$ cat config.mk
export PLATFORM = sky130hd
export DESIGN_NAME = cp0_flat
export DESIGN_NICKNAME = d
export VERILOG_FILES = /design/src/rtl/cp0_if.sv /design/src/rtl/cp0.sv /design/src/flat_wrapper.sv
export SDC_FILE = /design/constraint.sdc
export NUM_CORES = 1
export LEC_CHECK = 0
export BUFFER_PORTS_ARGS = -buffer_cell sky130_fd_sc_hd__clkbuf_2
export CAP_MARGIN = 0
export CORE_MARGIN = 2
export CORE_UTILIZATION = 40
export CTS_CLUSTER_SIZE = 28
export DETAILED_ROUTE_END_ITERATION = 8
export PLACE_DENSITY = 0.79
export SKIP_CTS_REPAIR_TIMING = 1
export SYNTH_ARGS = -nofsm -noshare
export SYNTH_HDL_FRONTEND = slang
export SYNTH_SLANG_ARGS = --single-unit
$ cat constraint.sdc
create_clock -name clk -period 2.2 [get_ports clk]
set_input_delay 0.11 -clock clk [delete_from_list [all_inputs] [get_ports clk]]
set_output_delay 0.11 -clock clk [all_outputs]
set_load 0.01 [all_outputs]
$ cat src/rtl/cp0_if.sv
// Pipeline <-> CP0 signal bundle: mfc0/mtc0 access, M-stage exception
// inputs, interrupt lines, and the redirect/status outputs.
interface cp0_if;
  logic [4:0]  A1;
  logic [4:0]  A2;
  logic [31:0] DIn;
  logic        We;
  logic [31:0] PC_M;
  logic        BD_M;
  logic        Exc_M;
  logic [4:0]  ExcCode_M;
  logic        Eret_M;
  logic [5:0]  HWInt;
  logic [31:0] DOut;
  logic [31:0] EPC;
  logic [31:0] HandlerPC;
  logic        IntReq;
  logic        EXL;

  // Pipeline side drives requests and observes CP0 state.
  modport master (
    output A1, A2, DIn, We, PC_M, BD_M, Exc_M, ExcCode_M, Eret_M, HWInt,
    input  DOut, EPC, HandlerPC, IntReq, EXL
  );

  // CP0 side.
  modport slave (
    input  A1, A2, DIn, We, PC_M, BD_M, Exc_M, ExcCode_M, Eret_M, HWInt,
    output DOut, EPC, HandlerPC, IntReq, EXL
  );
endinterface

$ cat src/rtl/cp0.sv
// Coprocessor-0 exception sink: merges M-stage exceptions with hardware
// interrupts, commits SR/Cause/EPC and requests the handler redirect.
module cp0 #(
  parameter logic [31:0] PRID    = 32'h0000_4D49,
  parameter logic [31:0] HANDLER = 32'h0000_4180
) (
  input logic   clk,
  input logic   reset,
  cp0_if.slave  bus
);

  logic [5:0]  sr_im;
  logic        sr_exl;
  logic        sr_ie;
  logic        cause_bd;
  logic [5:0]  cause_ip;
  logic [4:0]  cause_exc;
  logic [31:0] epc_q;

  logic        int_pend;
  logic        exc_pend;
  logic        int_req;
  logic [31:0] pc_aligned;
  logic [31:0] epc_next;

  // Pending-event decode and victim-PC computation.
  always_comb begin
    int_pend   = (|(bus.HWInt & sr_im)) & sr_ie & ~sr_exl;
    exc_pend   = bus.Exc_M & ~sr_exl;
    int_req    = int_pend | exc_pend;
    pc_aligned = bus.PC_M & ~32'h0000_0003;
    epc_next   = pc_aligned - (bus.BD_M ? 32'd4 : 32'd0);
  end

  // Register commit: handler entry overrides mtc0/eret; otherwise the
  // mtc0 write lands first and a paired eret then clears EXL.
  always_ff @(posedge clk or posedge reset) begin
    if (reset) begin
      sr_im     <= '0;
      sr_exl    <= 1'b0;
      sr_ie     <= 1'b0;
      cause_bd  <= 1'b0;
      cause_ip  <= '0;
      cause_exc <= '0;
      epc_q     <= '0;
    end else begin
      cause_ip <= bus.HWInt;
      if (int_req) begin
        sr_exl    <= 1'b1;
        cause_bd  <= bus.BD_M;
        cause_exc <= int_pend ? 5'd0 : bus.ExcCode_M;
        epc_q     <= epc_next;
      end else begin
        if (bus.We && bus.A2 == 5'd12) begin
          sr_im  <= bus.DIn[15:10];
          sr_exl <= bus.DIn[1];
          sr_ie  <= bus.DIn[0];
        end
        if (bus.We && bus.A2 == 5'd14) begin
          epc_q <= bus.DIn;
        end
        if (bus.Eret_M) begin
          sr_exl <= 1'b0;
        end
      end
    end
  end

  // mfc0 read mux; reflects pre-edge state, no write bypass.
  always_comb begin
    bus.DOut = '0;
    case (bus.A1)
      5'd12:   bus.DOut = {16'b0, sr_im, 8'b0, sr_exl, sr_ie};
      5'd13:   bus.DOut = {cause_bd, 15'b0, cause_ip, 3'b0, cause_exc, 2'b0};
      5'd14:   bus.DOut = epc_q;
      5'd15:   bus.DOut = PRID;
      default: bus.DOut = '0;
    endcase
  end

  // Status and redirect outputs.
  always_comb begin
    bus.EPC       = epc_q;
    bus.HandlerPC = HANDLER;
    bus.IntReq    = int_req;
    bus.EXL       = sr_exl;
  end

endmodule

$ cat src/flat_wrapper.sv
// flat-port wrapper written by rule: the top's interface ports become plain ports
module cp0_flat 
#(
  parameter logic [31:0] PRID    = 32'h0000_4D49,
  parameter logic [31:0] HANDLER = 32'h0000_4180
)
  (clk, reset, bus_A1, bus_A2, bus_DIn, bus_We, bus_PC_M, bus_BD_M, bus_Exc_M, bus_ExcCode_M, bus_Eret_M, bus_HWInt, bus_DOut, bus_EPC, bus_HandlerPC, bus_IntReq, bus_EXL);
  cp0_if bus_i ();
  input logic clk;
  input logic reset;
  input wire logic [$bits(bus_i.A1)-1:0] bus_A1;
  input wire logic [$bits(bus_i.A2)-1:0] bus_A2;
  input wire logic [$bits(bus_i.DIn)-1:0] bus_DIn;
  input wire logic [$bits(bus_i.We)-1:0] bus_We;
  input wire logic [$bits(bus_i.PC_M)-1:0] bus_PC_M;
  input wire logic [$bits(bus_i.BD_M)-1:0] bus_BD_M;
  input wire logic [$bits(bus_i.Exc_M)-1:0] bus_Exc_M;
  input wire logic [$bits(bus_i.ExcCode_M)-1:0] bus_ExcCode_M;
  input wire logic [$bits(bus_i.Eret_M)-1:0] bus_Eret_M;
  input wire logic [$bits(bus_i.HWInt)-1:0] bus_HWInt;
  output wire logic [$bits(bus_i.DOut)-1:0] bus_DOut;
  output wire logic [$bits(bus_i.EPC)-1:0] bus_EPC;
  output wire logic [$bits(bus_i.HandlerPC)-1:0] bus_HandlerPC;
  output wire logic [$bits(bus_i.IntReq)-1:0] bus_IntReq;
  output wire logic [$bits(bus_i.EXL)-1:0] bus_EXL;
  assign bus_i.A1 = bus_A1;
  assign bus_i.A2 = bus_A2;
  assign bus_i.DIn = bus_DIn;
  assign bus_i.We = bus_We;
  assign bus_i.PC_M = bus_PC_M;
  assign bus_i.BD_M = bus_BD_M;
  assign bus_i.Exc_M = bus_Exc_M;
  assign bus_i.ExcCode_M = bus_ExcCode_M;
  assign bus_i.Eret_M = bus_Eret_M;
  assign bus_i.HWInt = bus_HWInt;
  assign bus_DOut = bus_i.DOut;
  assign bus_EPC = bus_i.EPC;
  assign bus_HandlerPC = bus_i.HandlerPC;
  assign bus_IntReq = bus_i.IntReq;
  assign bus_EXL = bus_i.EXL;
  cp0 #(.PRID(PRID), .HANDLER(HANDLER)) u_core (.clk(clk), .reset(reset), .bus(bus_i));
endmodule
==> run summary, run 1 <==
First DRT Iteration DRCs = 97
Mapped Cells = 352
final setup fails = 0
CTS buffer count = 5
Reg2Reg Depth = 7
RR Endpoint = u_core.sr_im[4]
first-pass iteration count of the detailed router = 4
WP data required = 2090 ps
Fmax = 0.531 GHz
Hold WC Path Type = in -> reg
final net count = 609
Pwr Total = 3290 uW
commonest cells after routing, fill and taps aside = clkbuf_2 (154), mux2i_1 (58), dfrtp_1 (52), conb_1 (32), nor2_1 (25)
total grt overflow = 0
Synth cell types = 45
worst relative slew slack = 61.5%
vias per inst = 4.97
worst-skew pair later-pin latency = 300 ps
setup TNS = 0 ps
reg2reg setup slack = 450 ps
final instance area = 4470 um2
hold path start = bus_BD_M
overall via count from detail_route = 3091
post-synthesis average cell area = 9.83 um2
Mapped Area = 3460 um2
Clock Path Buffers = 2
CP endpoint kind = output port
crit share post-route = 85.6%
Starting Density = 41.7%
most common cell after layout, fill and taps aside = clkbuf_2
first-pass GRT wire length = 14.9 mm
WHS Path Cells = 3
die height = 97.0 um
clk root buf = clkbuf_8
pin slew with the least headroom to its limit = 575 ps
WP data arrival = 1770 ps
number of enable flip-flop cells after synthesis = 0
CTS tree = done
r2r startpoint = u_core.sr_im[0]
final hold vios = 0
LEAKAGE = 0.00245 uW
Die X = 97.0 um
Wirelength per Cell = 14.8 um
number of global-route vias before repair = 3056
io pins = 189
Place WS = 275 ps
H-tree levels = 2
PortBufs = 154
worst setup path category = in -> out
total length of routed wires = 9.22 mm
WHS Endpoint = u_core.cause_bd
GRT Overall Usage = 19.4%
antenna violations before repair = 0
status = complete, no violations
crit path launch type = input port
fraction of registers with async set or reset after synthesis = 100%
RSZ-0062 raised after global routing = no
final setup margin = 316 ps
sequential fraction of the synthesis area = 37.6%
Final Max Tran Viols = 0
Primary FF master, synth = dfrtp_1
final critical-path required period = 1880 ps
clk sinks = 52
power per cell area = 737 nW/um2
total placed instance area = 4290 um2
Ys Warns = 0
share of post-route cells with drive strength above 1 = 37.3%
crit-path max FO = 21
clock slew at reported path FFs = 90 ps
die area = 9410 um2
Syn-to-layout area delta = 29.1%
Site Rows = 33
Final Util = 53.8%
DR DRC count = 0
skew final = 3.19 ps
Detail Route Antenna Nets = 0
Peak VDD IR = 312 uV
gpl congestion = 0.865
largest net degree at the start of global routing = 33
Yosys reg bits = 52
core area = 8300 um2
Antenna Cells = 0
hpwl dp = 7.37 mm
Max-cap violations = 0
[worst max-delay path: stages]
cell	delay, ps
dlygate4sd3_1	520
clkbuf_2	120
a22oi_1	80
a31oi_1	360
o21bai_4	80
inv_1	70
buf_4	250
clkbuf_2	180
[worst max-delay path by stage]
stage	startpoint	endpoint	slack [ps]	cells past startpoint
after floorplan	u_core.sr_im[3]	u_core.sr_ie	440	6
after global placement	bus_PC_M[2]	u_core.bus.EPC[28]	280	10
after detailed placement	bus_PC_M[2]	u_core.bus.EPC[24]	280	10
after CTS	u_core.sr_im[2]	bus_IntReq	340	6
after global routing	bus_HWInt[1]	bus_IntReq	210	8
final	bus_HWInt[1]	bus_IntReq	320	8
[cells in the mapped netlist (all sizes together) (5+ instances only)]
library cell	count	area (um2)
nor3	15	85.1
nor4	8	92.6
buf	38	264
xnor2	22	193
or3	6	42.5
nor2b	7	43.8
a22o	5	43.8
dfrtp	52	1300
and2	17	106
clkbuf	8	30.0
mux2i	58	581
nand2	15	56.3
mux2	7	78.8
a21oi	7	35.0
nor2	25	93.8
o21ai	15	75.1
inv	5	18.8
a22oi	7	52.6
[final cells by class]
type                            count  area [um2]
Fill cell                         772        3830
Tap cell                          105         131
Timing Repair Buffer              173         946
Clock inverter                      2        15.0
Multi-Input combinational cell    279        1970
Inverter                            5        18.8
Clock buffer                        6        82.6
Sequential cell                    52        1300
[routing by layer]
layer	part of all wire (%)	global-route usage, %
met1	43	24.6
met2	49	33.4
met3	6.7	4.12
met4	1.4	5.42
met5	0	0
[power breakdown]
part	total [uW]	internal, uW	switching, uW
registers	1510	1270	248
logic	1200	572	632
clock network	575	255	319
total	3290	2090	1200
[sequential cells by signal, indices dropped and copies added (netlist names)]
name / flops
u_core.bus.EPC: 32
u_core.bus.EXL: 1
u_core.cause_bd: 1
u_core.cause_exc: 5
u_core.cause_ip: 6
u_core.sr_ie: 1
u_core.sr_im: 6
[stage by stage]
stage / instances / hold slack (ps)
floorplan: 382 / 141
global placement: 606 / 130
detailed placement: 606 / 133
CTS: 614 / -210
global route: 622 / 21.3
finish: 622 / 24.6
[cell families after synthesis]
kind of cell | after synthesis | share of synthesized area [%]
compound gates | 42 | 7.70
xor+xnor | 25 | 6.33
fa+ha+maj | 2 | 0.723
buf+inv | 51 | 9.04
flops | 52 | 37.6
mux | 65 | 19.1
other cells | 2 | 0.217
simple gates | 113 | 19.3
(Power assumes the default switching activity.)
==> run 2, diff against run 1 <==
- CTS_BUF_LIST: unset -> sky130_fd_sc_hd__clkbuf_16
==> run 2 against run 1 <==
  * Wire length up 0.49%
  * Cell count shrank 0.16%
  * Count of clock-buffer cells in the layout shrank 1
  * Die area stayed put
  * First-iteration DRC count is 7.2% higher
  * Global-route usage is 0.11 points lower
  * Critical path type unchanged
  * Via count grew 0.13%
  * Highest routed layer unchanged
  * Sequential power is essentially flat
  * Flip-flop and latch count did not move
==> run summary, run 2 (synthesized netlist as in run 1, its figures left out) <==
gpl congestion = 0.865
Detail Route Antenna Nets = 0
CTS tree = done
met1 Use GR = 24.6%
largest net degree at the start of global routing = 33
Multi-input gate area = 1970 um2
hpwl dp = 7.37 mm
met3 GRT Util = 4.26%
final critical-path required period = 1890 ps
number of global-route vias before repair = 3070
# fillers = 767
max reg flops = 32
H-tree levels = 2
clk root buf = clkbuf_16
clock slew at reported path FFs = 70 ps
GRT Overall Usage = 19.3%
register area = 1300 um2
Pwr Total = 3480 uW
die area = 9410 um2
WP data required = 2090 ps
final setup margin = 314 ps
final setup fails = 0
hold path start = bus_Eret_M
most common cell after layout, fill and taps aside = clkbuf_2
skew final = 6.34 ps
vias per inst = 4.98
worst setup path category = in -> out
DR DRC count = 0
commonest cells after routing, fill and taps aside = clkbuf_2 (154), mux2i_1 (58), dfrtp_1 (52), conb_1 (32), nor2_1 (25)
Worst setup startpoint = bus_HWInt[1]
Clock Path Buffers = 2
antenna violations before repair = 0
power per cell area = 773 nW/um2
worst relative slew slack = 61.6%
overall via count from detail_route = 3095
Antenna Cells = 0
CP endpoint kind = output port
Syn-to-layout area delta = 30.2%
Hold WC Path Type = in -> reg
GRT Max-Usage Layer = met2
crit path launch type = input port
Wirelength per Cell = 14.9 um
crit-path max FO = 21
First DRT Iteration DRCs = 104
Max-cap violations = 0
die height = 97.0 um
crit share post-route = 85.7%
Final Max Tran Viols = 0
r2r startpoint = u_core.sr_im[0]
clk sinks = 52
LEAKAGE = 0.00247 uW
total grt overflow = 0
Site Rows = 33
Peak VDD IR = 351 uV
Place WS = 275 ps
first-pass iteration count of the detailed router = 4
PortBufs = 154
Starting Density = 41.7%
share of post-route cells with drive strength above 1 = 37.2%
Fmax = 0.530 GHz
met2 Use GR = 33.2%
pin slew with the least headroom to its limit = 573 ps
worst-skew pair later-pin latency = 280 ps
io pins = 189
CTS buffer count = 5
total length of routed wires = 9.26 mm
core area = 8300 um2
setup TNS = 0 ps
final hold vios = 0
first-pass GRT wire length = 14.9 mm
status = complete, no violations
RSZ-0062 raised after global routing = no
Die X = 97.0 um
final net count = 608
WP data arrival = 1780 ps
==> run 2: where the power goes <==
group          switching, uW  internal [uW]  total (uW)
Sequential               248           1270        1520
Clock                    344            418         762
Combinational            632            571        1200
Total                   1220           2260        3480
==> run 2: final cells by class <==
class,count,area share [%]
Sequential cell,52,28.9
Timing Repair Buffer,172,20.8
Tap cell,105,2.92
Clock buffer,5,2.78
Inverter,5,0.417
Clock inverter,3,0.417
Multi-Input combinational cell,279,43.8
==> run 2: worst paths after layout <==
check                                 endpoint  slack, ps  cells after the start
setup / recovery                    bus_IntReq        310                      8
hold reg to reg            u_core.cause_exc[4]        500                      1
max in group asynchronous       u_core.bus.EXL       1040                      4
hold / removal                  u_core.bus.EXL         30                      2
min in group asynchronous   u_core.bus.EPC[16]        370                      3
setup reg to reg               u_core.sr_im[4]        460                      7
==> run 2: stage by stage <==
| stage | instances | area (um2) | hold WS (ps) | utilization (%) |
|---|---|---|---|---|
| floorplan | 382 | 3570 | 141 | - |
| global placement | 606 | 4290 | 130 | 51.7 |
| detailed placement | 606 | 4290 | 133 | 51.7 |
| CTS | 614 | 4430 | -179 | 53.4 |
| global route | 621 | 4500 | 12.1 | 54.3 |
| finish | 621 | 4500 | 27.5 | 54.3 |
==> run 2: critical path, cell delays in order <==
cell	delay, ps
dlygate4sd3_1	520
clkbuf_2	120
a22oi_1	80
a31oi_1	360
o21bai_4	80
inv_1	70
buf_4	250
clkbuf_2	180
==> run 2: layer usage <==
metal,vias to the layer above,share of wire (%)
met2,135,49
met1,1442,43
met3,12,6.6
li1,1506,-
met5,-,0
met4,0,1.5
==> run 3, diff against run 2 <==
- CORE_ASPECT_RATIO: unset -> 1.4
==> run 3 against run 2 <==
  * Largest power group unchanged
  * Combinational power about the same
  * Worst setup slack lost 35 ps
  * Highest routed layer unchanged
  * Critical path type unchanged
  * Largest cell class unchanged
  * Clock skew hardly changed
  * Register-to-register slack worse by 40 ps
  * Critical path depth stayed put
==> run summary, run 3 (synthesized netlist as in run 1, its figures left out) <==
status = complete, no violations
die area = 9420 um2
first-pass GRT wire length = 14.8 mm
dpl cells = 608
First DRT Iteration DRCs = 116
Max-cap violations = 0
final setup margin = 280 ps
worst-skew pair later-pin latency = 290 ps
DR DRC count = 0
commonest cells after routing, fill and taps aside = clkbuf_2 (154), mux2i_1 (58), dfrtp_1 (52), conb_1 (32), nor2_1 (25)
CP endpoint kind = output port
skew final = 6.82 ps
crit path launch type = input port
setup TNS = 0 ps
H-tree levels = 2
final critical-path required period = 1920 ps
Clock Path Buffers = 2
total grt overflow = 0
Wirelength per Cell = 15.6 um
clk sinks = 52
PortBufs = 154
max reg flops = 32
# fillers = 799
die height = 114 um
final hold vios = 0
RSZ-0062 raised after global routing = no
crit share post-route = 87.3%
Final Util = 53.4%
Site Rows = 40
core area = 8510 um2
Starting Density = 40.7%
Antenna Cells = 0
Syn-to-layout area delta = 31.3%
Place WS = 245 ps
worst setup path category = in -> out
crit-path max FO = 21
antenna violations before repair = 0
CTS buffer count = 5
Final Max Tran Viols = 0
Detail Route Antenna Nets = 0
GRT Overall Usage = 20.5%
gpl congestion = 0.832
post-route insts no fill = 623
first-pass iteration count of the detailed router = 4
overall via count from detail_route = 3158
LEAKAGE = 0.00249 uW
final setup fails = 0
number of global-route vias before repair = 3124
io pins = 189
clk root buf = clkbuf_16
Hold WC Path Type = in -> reg
worst relative slew slack = 59.8%
Peak VDD IR = 465 uV
WP data required = 2090 ps
hpwl dp = 7.70 mm
final net count = 610
largest net degree at the start of global routing = 30
power per cell area = 797 nW/um2
Worst Hold Slack = 20.0 ps
CTS tree = done
Die X = 82.6 um
vias per inst = 5.07
share of post-route cells with drive strength above 1 = 37.6%
pin slew with the least headroom to its limit = 602 ps
total length of routed wires = 9.69 mm
clock slew at reported path FFs = 60 ps
WP data arrival = 1810 ps
Fmax = 0.521 GHz
most common cell after layout, fill and taps aside = clkbuf_2
run 3: changes by cell type in the layout (fill, tap and decap cells not counted), sizes merged:
cell and change:
buf +2, clkinvlp -1, bufinv +1
run 3: path summary, 6_finish.rpt:
kind / start / to / slack, ps / depth (start not counted)
max reg2reg: u_core.sr_im[3] / u_core.bus.EPC[2] / 420 / 5
max in group asynchronous: reset / u_core.bus.EPC[4] / 1190 / 4
max: bus_HWInt[3] / bus_IntReq / 280 / 8
min reg2reg: u_core.cause_bd / u_core.cause_bd / 480 / 2
min in group asynchronous: reset / u_core.sr_im[3] / 390 / 3
min: bus_Eret_M / u_core.bus.EXL / 20 / 2
run 3: where the power goes:
group	switching, uW	total (uW)	internal [uW]
clock network	349	884	535
logic	644	1220	577
registers	246	1520	1270
run 3: final cells by class:
| cell class | count | area (um2) | share of cell area [%] |
|---|---|---|---|
| clock inverter | 3 | 42.5 | 0.936 |
| clock buffer | 5 | 125 | 2.75 |
| sequential | 52 | 1300 | 28.6 |
| multi-input combinational | 279 | 1970 | 43.4 |
| tap | 105 | 131 | 2.89 |
| timing repair buffer | 174 | 951 | 20.9 |
| inverter | 5 | 18.8 | 0.413 |
run 3: worst max-delay path, cell delays in order:
cell	delay, ps
dlygate4sd3_1	540
clkbuf_2	130
a22oi_1	80
a31oi_1	370
o21bai_4	80
inv_1	70
buf_4	240
clkbuf_2	180
run 3: routing by layer:
metal	GRT usage, %	wire length [um]	part of all wire, %	vias up
met1	22.1	3740	39	1510
li1	-	-	-	1505
met4	6.01	155	1.6	0
met3	3.94	593	6.1	12
met5	0	0	0	-
met2	39.1	5200	54	131
run 3: per-stage QoR:
step	power [uW]	cell area [um2]
floorplan	2220	3570
global placement	2700	4310
detailed placement	2750	4310
CTS	3640	4470
global route	3860	4540
finish	3620	4540
